[src/rtl/ble_rx_pkg.sv]
// Shared constants, receive FSM state type and a reference packet whitener for the BLE PDU path.
package ble_rx_pkg;

  localparam logic [23:0] CRC_POLY    = 24'h00065B;
  localparam logic [23:0] CRC_INIT    = 24'h555555;
  localparam logic [7:0]  WHITEN_MASK = 8'h88;
  localparam int          MAX_PDU_LEN = 37;

  localparam int REF_MAX_BYTES = MAX_PDU_LEN + 2;
  localparam int REF_MAX_BITS  = 8 * REF_MAX_BYTES + 24;

  typedef enum logic [1:0] {IDLE, HEADER, PAYLOAD, CRC} rxState_e;

  // Builds the on-air bit stream (bit i = i-th transmitted bit) for a header+payload byte list:
  // CRC-24 over the PDU bits, appended MSB first, everything whitened from seed {1, chan}.
  function automatic logic [REF_MAX_BITS-1:0] refWhitenPacket(
    input logic [8*REF_MAX_BYTES-1:0] pduBytes,
    input int                         numBytes,
    input logic [5:0]                 chan
  );
    logic [8*REF_MAX_BYTES-1:0] src;
    logic [REF_MAX_BITS-1:0]    txBits;
    logic [7:0]                 wreg;
    logic [23:0]                crc;
    logic                       d;
    logic                       w;
    logic                       fb;
    int                         nData;
    src    = pduBytes;
    txBits = '0;
    wreg   = {1'b1, chan, 1'b0};
    crc    = CRC_INIT;
    nData  = 8 * numBytes;
    for (int i = 0; i < REF_MAX_BITS; i++) begin
      w = 1'b0;
      d = 1'b0;
      if (i < nData + 24) begin
        d   = (i < nData) ? src[0] : crc[23];
        src = src >> 1;
        fb  = crc[23] ^ d;
        crc = {crc[22:0], 1'b0};
        if (fb) crc = crc ^ CRC_POLY;
        w = d ^ wreg[1];
        if (wreg[1]) wreg = wreg ^ WHITEN_MASK;
        wreg = {1'b0, wreg[7:2], 1'b0};
      end
      txBits = {w, txBits[REF_MAX_BITS-1:1]};
    end
    return txBits;
  endfunction

endpackage

[src/rtl/ble_dewhiten_crc.sv]
// Per-bit de-whitening LFSR and CRC-24 accumulator; de-whitened bit and CRC look-ahead are combinational.
module ble_dewhiten_crc
  import ble_rx_pkg::*;
(
  input  logic        clk_i,
  input  logic        reset_i,
  input  logic        init_i,
  input  logic [5:0]  seed_channel_i,
  input  logic        bit_valid_i,
  input  logic        bit_in_i,
  output logic        d_out_o,
  output logic [23:0] crc_o,
  output logic        crc_zero_next_o
);

  logic [6:0]  lfsr_q;
  logic [6:0]  lfsrMasked;
  logic [6:0]  lfsr_d;
  logic [23:0] crc_d;

  // The 8-bit mask lines up with {lfsr, 1'b0}, so the 7-bit register sees its upper seven bits.
  always_comb begin
    d_out_o         = bit_in_i ^ lfsr_q[0];
    lfsrMasked      = lfsr_q[0] ? (lfsr_q ^ WHITEN_MASK[7:1]) : lfsr_q;
    lfsr_d          = lfsrMasked >> 1;
    crc_d           = {crc_o[22:0], 1'b0} ^ ((crc_o[23] ^ d_out_o) ? CRC_POLY : 24'h000000);
    crc_zero_next_o = (crc_d == 24'h000000);
  end

  always_ff @(posedge clk_i or posedge reset_i) begin
    if (reset_i) begin
      lfsr_q <= '0;
      crc_o  <= '0;
    end else if (init_i) begin
      lfsr_q <= {1'b1, seed_channel_i};
      crc_o  <= CRC_INIT;
    end else if (bit_valid_i) begin
      lfsr_q <= lfsr_d;
      crc_o  <= crc_d;
    end
  end

endmodule

[src/rtl/ble_pdu_deframer.sv]
// BLE link-layer PDU deframer: turns the CDR bit stream into header/payload bytes with CRC status.
module ble_pdu_deframer
  import ble_rx_pkg::*;
#(
  parameter int MAX_LEN = MAX_PDU_LEN,
  parameter int TIMEOUT = 64
) (
  input  logic       clk_i,
  input  logic       reset_i,
  input  logic       en_i,
  input  logic [5:0] channel_i,
  input  logic       symbol_i,
  input  logic       symbol_clk_i,
  input  logic       packet_detected_i,
  output logic [7:0] byte_data_o,
  output logic       byte_valid_o,
  output logic       byte_is_header_o,
  output logic [7:0] pdu_len_o,
  output logic       pkt_done_o,
  output logic       crc_ok_o,
  output logic       pkt_err_o,
  output logic       busy_o
);

  localparam logic [7:0] MAX_LEN_B = 8'(MAX_LEN);
  localparam logic [6:0] TO_LAST   = 7'(TIMEOUT - 1);

  rxState_e   state_q;
  logic       symClk_q;
  logic       pktDet_q;
  logic [7:0] sr_q;
  logic [2:0] bitCnt_q;
  logic [7:0] byteCnt_q;
  logic [4:0] crcCnt_q;
  logic [6:0] toCnt_q;

  logic       stb;
  logic       startPkt;
  logic       bitValid;
  logic       dBit;
  logic       crcZeroNext;
  logic [7:0] newByte;

  assign stb      = symbol_clk_i & ~symClk_q;
  assign startPkt = (state_q == IDLE) & en_i & packet_detected_i & ~pktDet_q;
  assign bitValid = stb & en_i & (state_q != IDLE);
  assign newByte  = {dBit, sr_q[7:1]};

  ble_dewhiten_crc uDewhitenCrc (
    .clk_i           (clk_i),
    .reset_i         (reset_i),
    .init_i          (startPkt),
    .seed_channel_i  (channel_i),
    .bit_valid_i     (bitValid),
    .bit_in_i        (symbol_i),
    .d_out_o         (dBit),
    .crc_o           (),
    .crc_zero_next_o (crcZeroNext)
  );

  always_ff @(posedge clk_i or posedge reset_i) begin
    if (reset_i) begin
      state_q          <= IDLE;
      symClk_q         <= 1'b0;
      pktDet_q         <= 1'b0;
      sr_q             <= '0;
      bitCnt_q         <= '0;
      byteCnt_q        <= '0;
      crcCnt_q         <= '0;
      toCnt_q          <= '0;
      byte_data_o      <= '0;
      byte_valid_o     <= 1'b0;
      byte_is_header_o <= 1'b0;
      pdu_len_o        <= '0;
      pkt_done_o       <= 1'b0;
      crc_ok_o         <= 1'b0;
      pkt_err_o        <= 1'b0;
      busy_o           <= 1'b0;
    end else begin
      symClk_q         <= symbol_clk_i;
      pktDet_q         <= packet_detected_i;
      byte_valid_o     <= 1'b0;
      byte_is_header_o <= 1'b0;
      pkt_done_o       <= 1'b0;
      pkt_err_o        <= 1'b0;
      if (!en_i) begin
        state_q <= IDLE;
        busy_o  <= 1'b0;
        toCnt_q <= '0;
      end else begin
        case (state_q)
          IDLE: begin
            if (startPkt) begin
              bitCnt_q  <= '0;
              byteCnt_q <= '0;
              crcCnt_q  <= '0;
              toCnt_q   <= '0;
              pdu_len_o <= '0;
              crc_ok_o  <= 1'b0;
              busy_o    <= 1'b1;
              state_q   <= HEADER;
            end
          end
          default: begin
            // A strobe always clears the idle counter, so it takes priority over the timeout.
            if (bitValid) begin
              toCnt_q <= '0;
              sr_q    <= newByte;
              if (state_q == CRC) begin
                crcCnt_q <= crcCnt_q + 5'd1;
                if (crcCnt_q == 5'd23) begin
                  pkt_done_o <= 1'b1;
                  crc_ok_o   <= crcZeroNext;
                  busy_o     <= 1'b0;
                  state_q    <= IDLE;
                end
              end else begin
                bitCnt_q <= bitCnt_q + 3'd1;
                if (bitCnt_q == 3'd7) begin
                  byte_valid_o     <= 1'b1;
                  byte_data_o      <= newByte;
                  byte_is_header_o <= (state_q == HEADER);
                  byteCnt_q        <= byteCnt_q + 8'd1;
                  if (state_q == HEADER) begin
                    if (byteCnt_q == 8'd1) begin
                      pdu_len_o <= newByte;
                      byteCnt_q <= '0;
                      if (newByte > MAX_LEN_B) begin
                        pkt_err_o <= 1'b1;
                        busy_o    <= 1'b0;
                        state_q   <= IDLE;
                      end else if (newByte == 8'd0) begin
                        state_q <= CRC;
                      end else begin
                        state_q <= PAYLOAD;
                      end
                    end
                  end else if (byteCnt_q == pdu_len_o - 8'd1) begin
                    state_q <= CRC;
                  end
                end
              end
            end else if (toCnt_q == TO_LAST) begin
              pkt_err_o <= 1'b1;
              busy_o    <= 1'b0;
              toCnt_q   <= '0;
              state_q   <= IDLE;
            end else begin
              toCnt_q <= toCnt_q + 7'd1;
            end
          end
        endcase
      end
    end
  end

endmodule

[config.mk]
export PLATFORM = sky130hd
export DESIGN_NAME = ble_pdu_deframer
export DESIGN_NICKNAME = d
export VERILOG_FILES = /design/src/rtl/ble_rx_pkg.sv /design/src/rtl/ble_dewhiten_crc.sv /design/src/rtl/ble_pdu_deframer.sv
export SDC_FILE = /design/constraint.sdc
export NUM_CORES = 1
export LEC_CHECK = 0
export ABC_AREA = 0
export CORE_AREA = 2 2 101 103
export CTS_BUF_LIST = sky130_fd_sc_hd__clkbuf_4 sky130_fd_sc_hd__clkbuf_8
export DETAILED_ROUTE_END_ITERATION = 10
export DIE_AREA = 0 0 103 105
export GPL_TIMING_DRIVEN = 0
export PLACE_DENSITY_LB_ADDON = 0.08
export SLEW_MARGIN = 20
export SYNTH_ARGS = -nofsm -noshare
export SYNTH_HDL_FRONTEND = slang
export SYNTH_SLANG_ARGS = --single-unit
[constraint.sdc]
create_clock -name clk_i -period 6.3 [get_ports clk_i]
set_input_delay 1.26 -clock clk_i [delete_from_list [all_inputs] [get_ports clk_i]]
set_output_delay 1.26 -clock clk_i [all_outputs]
set_load 0.05 [all_outputs]
; ---- Word-level counts from Yosys, hierarchy flattened
; Index checks and enable logic that the tools add are counted.
; Widths: inputs -> output; s select.
[op_classes]
n_addsub = 5
order_cmp = 1
n_eq_ne = 18
mux = 85
bitwise_logic = 14
n_reduce_logical = 20
[op_table]
columns = op, count
row1 = $mux 8, 13
row2 = $mux 7, 8
row3 = $mux 24, 2
row4 = $mux 1, 41
row5 = $logic_not 24->1, 1
row6 = $mux 2, 12
row7 = $xor 24x24->24, 1
row8 = $mux 5, 4
row9 = $ne 5x2->1 const B, 4
row10 = $reduce_bool 2->1, 8
row11 = $reduce_and 5->1, 3
row12 = $reduce_and 7->1, 2
row13 = $mux 3, 4
row14 = $mux 11, 1
row15 = $add 8x1->8 const B, 1
row16 = $eq 8x1->1 const B, 1
row17 = $eq 8x8->1, 1
row18 = $gt 8x6->1 const B, 1
row19 = $logic_not 8->1, 1
row20 = $reduce_and 4->1, 2
row21 = $sub 8x1->8 const B, 1
row22 = $add 7x1->7 const B, 1
row23 = $eq 7x6->1 const B, 1
row24 = $and 1x1->1, 6
row25 = 18 further kinds, 23
[totals]
ff_bits = 88

; ---- Depth between registers and ports, before layout
[depth]
depth_word = 11
depth_mapped = 10
depth_no_buf = 8

; ---- Cells and area by module
; Synthesis repeated with hierarchy kept, for this count alone.
[hier_totals]
cells_unflattened = 416
area_unflattened_um2 = 4366.7
[modules_own_cells]
columns = module, n_inst, cells_per_inst, area_each_um2, seq_area_each_um2
row1 = ble_pdu_deframer, 1, 280, 2850.2, 1401.3
row2 = ble_dewhiten_crc, 1, 136, 1516.5, 775.7

; ---- Least setup slack after synthesis
; No wires, ideal clock.
[synth_timing]
kind = input to register
start = input port en_i
end = register state_q[0]
t_arrival_ns = 2.852
required_time_ns = 6.173
slack_ns = 3.321
cell_stages = 7
cell_sequence = clkbuf_1 > nor2b_1 > nand2_1 > nor2_1 > or4_1 > a211o_1 > mux2_1
[synth_between]
elab_chain_cells = 5
elab_cells_between_ends = 15
[synth_lines]
columns = element, line_no
row1 = from (decl), ble_pdu_deframer.sv:10  ; input logic en_i,
row2 = $and 1x1->1 (on tied branches) (2 in a row), "ble_pdu_deframer.sv:45, ble_pdu_deframer.sv:46"
row3 = $and 1x1->1 or $mux 2 (tied branches), "ble_pdu_deframer.sv:45, ble_pdu_deframer.sv:106"
row4 = $ne 3x3->1 (no source line) or $mux 2 (tied branches), --
row5 = $reduce_and 6->1 (no source line) or $mux 2 (tied branches), --
row6 = to (signal assigned), ble_pdu_deframer.sv:63  ; state_q <= IDLE;
row7 = to (signal assigned), ble_pdu_deframer.sv:87  ; state_q <= IDLE;
row8 = to (signal assigned), ble_pdu_deframer.sv:101  ; state_q <= HEADER;
row9 = to (decl), ble_pdu_deframer.sv:28  ; rxState_e state_q;
; Parallel ways exist; a longest one is shown, timed or not.
; A chain may end at the register's enable or synchronous reset.

; ---- Worst setup path after layout
[layout_timing]
start = input port symbol_i
end = register crc_ok_o
[layout_between]
elab_chain_cells = 9
[layout_lines]
columns = element, line_no
row1 = from (decl), ble_pdu_deframer.sv:12  ; input logic symbol_i,
row2 = $xor 1x1->1, ble_dewhiten_crc.sv:23  ; d_out_o = bit_in_i ^ lfsr_q[0];
row3 = $xor 1x1->1, ble_dewhiten_crc.sv:26  ; crc_d = {crc_o[22:0], 1'b0} ^ ((crc_o[23] ^ d_out_o) ? CRC_POLY : 24'h000000);
row4 = $mux 11, ble_dewhiten_crc.sv:26
row5 = $xor 24x24->24, ble_dewhiten_crc.sv:26
row6 = $logic_not 24->1, ble_dewhiten_crc.sv:27  ; crc_zero_next_o = (crc_d == 24'h000000);
row7 = $mux 1, ble_pdu_deframer.sv:111  ; if (crcCnt_q == 5'd23) begin
row8 = $mux 1, ble_pdu_deframer.sv:109  ; if (state_q == CRC) begin
row9 = $mux 1, ble_pdu_deframer.sv:106  ; if (bitValid) begin
row10 = $mux 1, ble_pdu_deframer.sv:91  ; case (state_q)
row11 = to (signal assigned), ble_pdu_deframer.sv:113  ; crc_ok_o <= crcZeroNext;
row12 = to (decl), ble_pdu_deframer.sv:20  ; output logic crc_ok_o,
; Every way passes these cells. The select of a mux whose other input is x is not followed.

==> metrics.cfg <==
[outcome]
status=complete, no violations

[cells_and_area]
drive_gt1_share_pct=8.86
final_net_count=492
num_antenna_cells=0
final_core_util_pct=51.1
layout.cells.non_filler=607
area_delta_synth_final_pct=16.3
fillers=914

[grt]
grt_overflow=0
grt_most_used_layer=met1
use_met3_pct=4.35
grt_pass1_wl_um=16200
grt_pass1_vias=3148
grt_usage_pct=19.3
met2_usage_pct=27.9
grt_util_met1_pct=28.4
antenna_found_initial=0
grt_max_degree=49

[clocking]
cts_tree=built
clock-sinks=87
root_buffer=clkbuf_8
hold_buffers=0
postCtsSetupRepairBufs=0
clkTransAtPathRegs_ns=0.08
ctsLongestPathBuffers=2
htree_levels=3
cts_resized=0
cts_buffers=9
clkLatencyLatePin_ns=0.37

[sta]
slew_viol_final=0
fin_tns_setup_ns=0
fmax_ghz=0.276
rsz0062_at_grt=false
holdWs_ns=0.496
final_hold_viol_count=0
fin_crit_sh_pct=57.6
finalSetupViolations=0
fin_skew_ns=0.00919
period_minus_slack_ns=3.63
worstMarginPinSlew_ns=0.940
maxSlewHeadroom_pct=36.9

[power]
leakage_nw=2.18
power_density_nw_per_um2=387
p_total_mw=1.91
ir_drop_mv=0.256

[placement]
port_buffers=32
dpl.cell_count=591
dpl.hpwl_um=6620
gp_congestion=0.805

[flow_run]
maxCapViolCount=0

[worst_setup_path]
start_kind=input pin
worst-path-buf-inv=1
crit_path_top_delay_cell=xnor2_1
critPathTopFamily=XOR/XNOR gates
max_stage_delay_ns=0.76
worstPathCellList=clkdlybuf4s50_1 -> xor2_1 -> xnor2_1 -> ha_1 -> nor4b_1 -> nand4_1 -> nor4_1 -> nand3_1 -> o21ai_0
end_kind=flop
cp_max_fo=9
worstSetupPathType=in -> reg
arrival_ns=3.91
cp.required_ns=6.58

[detailed_routing]
viasPerCell=5.38
route.vias.total=3265
first_iter_violations=129
drt-pass1-iter-count=4
wirelength_um=9550
postRouteAntennaNets=0
wire_per_inst_um=15.7
drc=0

[floorplan]
core_area_um2=9640
io_pins=34
dieArea_um2=10800
start_util_pct=44.0
die_x_um=103
num_rows=36
dieHeight_um=105

[yosys]
synth_fp_nets=448
synthFlopType=dfrtp_1
synthCells=425
syn-mean-instance-area_um2=9.97
yosysWarnings=0
netlist_area_um2=4240
ys_types=50
async_reset_ff_share_pct=100
yosysSeqAreaShare_pct=51.4
synth_edf_count=0
ys_ff_latch=87

[min_path]
hold_class=reg -> reg

final timing paths:
path	startpoint	end	slack, ns	cells after the start
worst max-delay path	symbol_i	crc_ok_o$_DFFE_PP0P_	2.67	9
worst min-delay path	toCnt_q[6]$_DFFE_PP0N_	toCnt_q[6]$_DFFE_PP0N_	0.50	1
worst max register to register	uDewhitenCrc.lfsr_q[0]$_DFFE_PP0P_	crc_ok_o$_DFFE_PP0P_	3.36	9
worst min register to register	toCnt_q[6]$_DFFE_PP0N_	toCnt_q[6]$_DFFE_PP0N_	0.50	1
max in group asynchronous	reset_i	toCnt_q[1]$_DFFE_PP0N_	4.35	3
min in group asynchronous	reset_i	byte_data_o[3]$_DFFE_PP0P_	1.31	2
power breakdown:
group	switching (mW)	internal, mW
combinational	0.402	0.286
sequential	0.150	0.706
clock	0.209	0.157
total	0.761	1.15
area by class of cell:
type / count / area (um2) / share of cell area, %
Sequential cell: 87 / 2180 / 44.2
Multi-Input combinational cell: 304 / 1900 / 38.5
Timing Repair Buffer: 33 / 340 / 6.90
Tap cell: 133 / 166 / 3.38
Clock buffer: 10 / 138 / 2.79
Buffer: 22 / 118 / 2.39
Inverter: 12 / 47.5 / 0.964
Clock inverter: 6 / 43.8 / 0.888
cell usage in the layout (no fill, tap or decap), types with 2 or more instances in the layout:
| master | synthesis | routed |
|---|---|---|
| dfrtp_1 | 87 | 87 |
| nand2_1 | 64 | 64 |
| clkdlybuf4s50_1 | 0 | 32 |
| o21ai_0 | 31 | 31 |
| nor2_1 | 29 | 29 |
| nand3_1 | 19 | 19 |
| clkbuf_1 | 17 | 17 |
| a21oi_1 | 13 | 13 |
| a22o_1 | 13 | 13 |
| xnor2_1 | 12 | 12 |
| xor2_1 | 11 | 11 |
| inv_1 | 12 | 11 |
| ha_1 | 11 | 11 |
| clkbuf_8 | 0 | 10 |
| nor4_1 | 9 | 9 |
| mux2_2 | 8 | 8 |
| nor3_1 | 8 | 8 |
| o22a_1 | 8 | 8 |
| nand2b_1 | 7 | 7 |
| a22oi_1 | 6 | 6 |
| a31oi_1 | 6 | 6 |
| o31ai_1 | 5 | 5 |
| and3_1 | 4 | 4 |
| nor2b_1 | 4 | 4 |
| a21o_1 | 4 | 4 |
| nand4b_1 | 3 | 3 |
| o41ai_1 | 3 | 3 |
| clkinv_2 | 0 | 3 |
| and2b_2 | 2 | 2 |
| or2_2 | 2 | 2 |
| buf_6 | 2 | 2 |
| nor3b_1 | 2 | 2 |
| a211o_1 | 2 | 2 |
| mux2_1 | 2 | 2 |
layer usage:
layer  wire [um]  share of wire (%)
met5           0                  0
met4         132                1.4
met3         279                2.9
met1        4790                 50
met2        4360                 46
logic make-up after synthesis:
logic type      synth area share, %
compound gates                 15.3
xor+xnor                       4.75
fa+ha+maj                      3.25
buf+inv                        3.84
flops                          51.4
mux                            2.66
simple gates                   18.9
registers in the layout, indices dropped and copies added (netlist names):
signal	count
uDewhitenCrc.crc_o	24
byteCnt_q	8
byte_data_o	8
pdu_len_o	8
sr_q	7
toCnt_q	7
uDewhitenCrc.lfsr_q	7
crcCnt_q	5
bitCnt_q	3
state_q	2
busy_o	1
byte_is_header_o	1
byte_valid_o	1
crc_ok_o	1
pktDet_q	1
pkt_done_o	1
pkt_err_o	1
symClk_q	1
cells in the mapped netlist (all sizes together), types with 2 or more instances:
cell type	count	area [um2]
nand3	19	95.1
a22oi	6	45.0
or2	2	12.5
nand2b	7	43.8
nand4b	3	26.3
nor3b	2	15.0
o21ai	31	155
and3	5	32.5
o41ai	3	26.3
inv	12	45.0
xor2	11	96.3
o31ai	5	37.5
o22a	8	70.1
ha	11	138
xnor2	12	105
nor2	30	115
a31oi	6	37.5
nor4	10	77.6
buf	4	42.5
mux2	10	113
a211o	2	17.5
and2b	2	17.5
a22o	13	114
nor3	8	40.0
a21o	5	38.8
nor2b	4	25.0
clkbuf	17	63.8
a21oi	13	65.1
dfrtp	87	2180
nand2	64	240
through the flow:
step | instance area (um2) | setup slack, ns
global placement | 4730 | 1.27
floorplan | 4240 | 2.79
global route | 4930 | 2.46
detailed placement | 4750 | 2.33
CTS | 4930 | 2.70
finish | 4930 | 2.67
(Power assumes the default switching activity.)
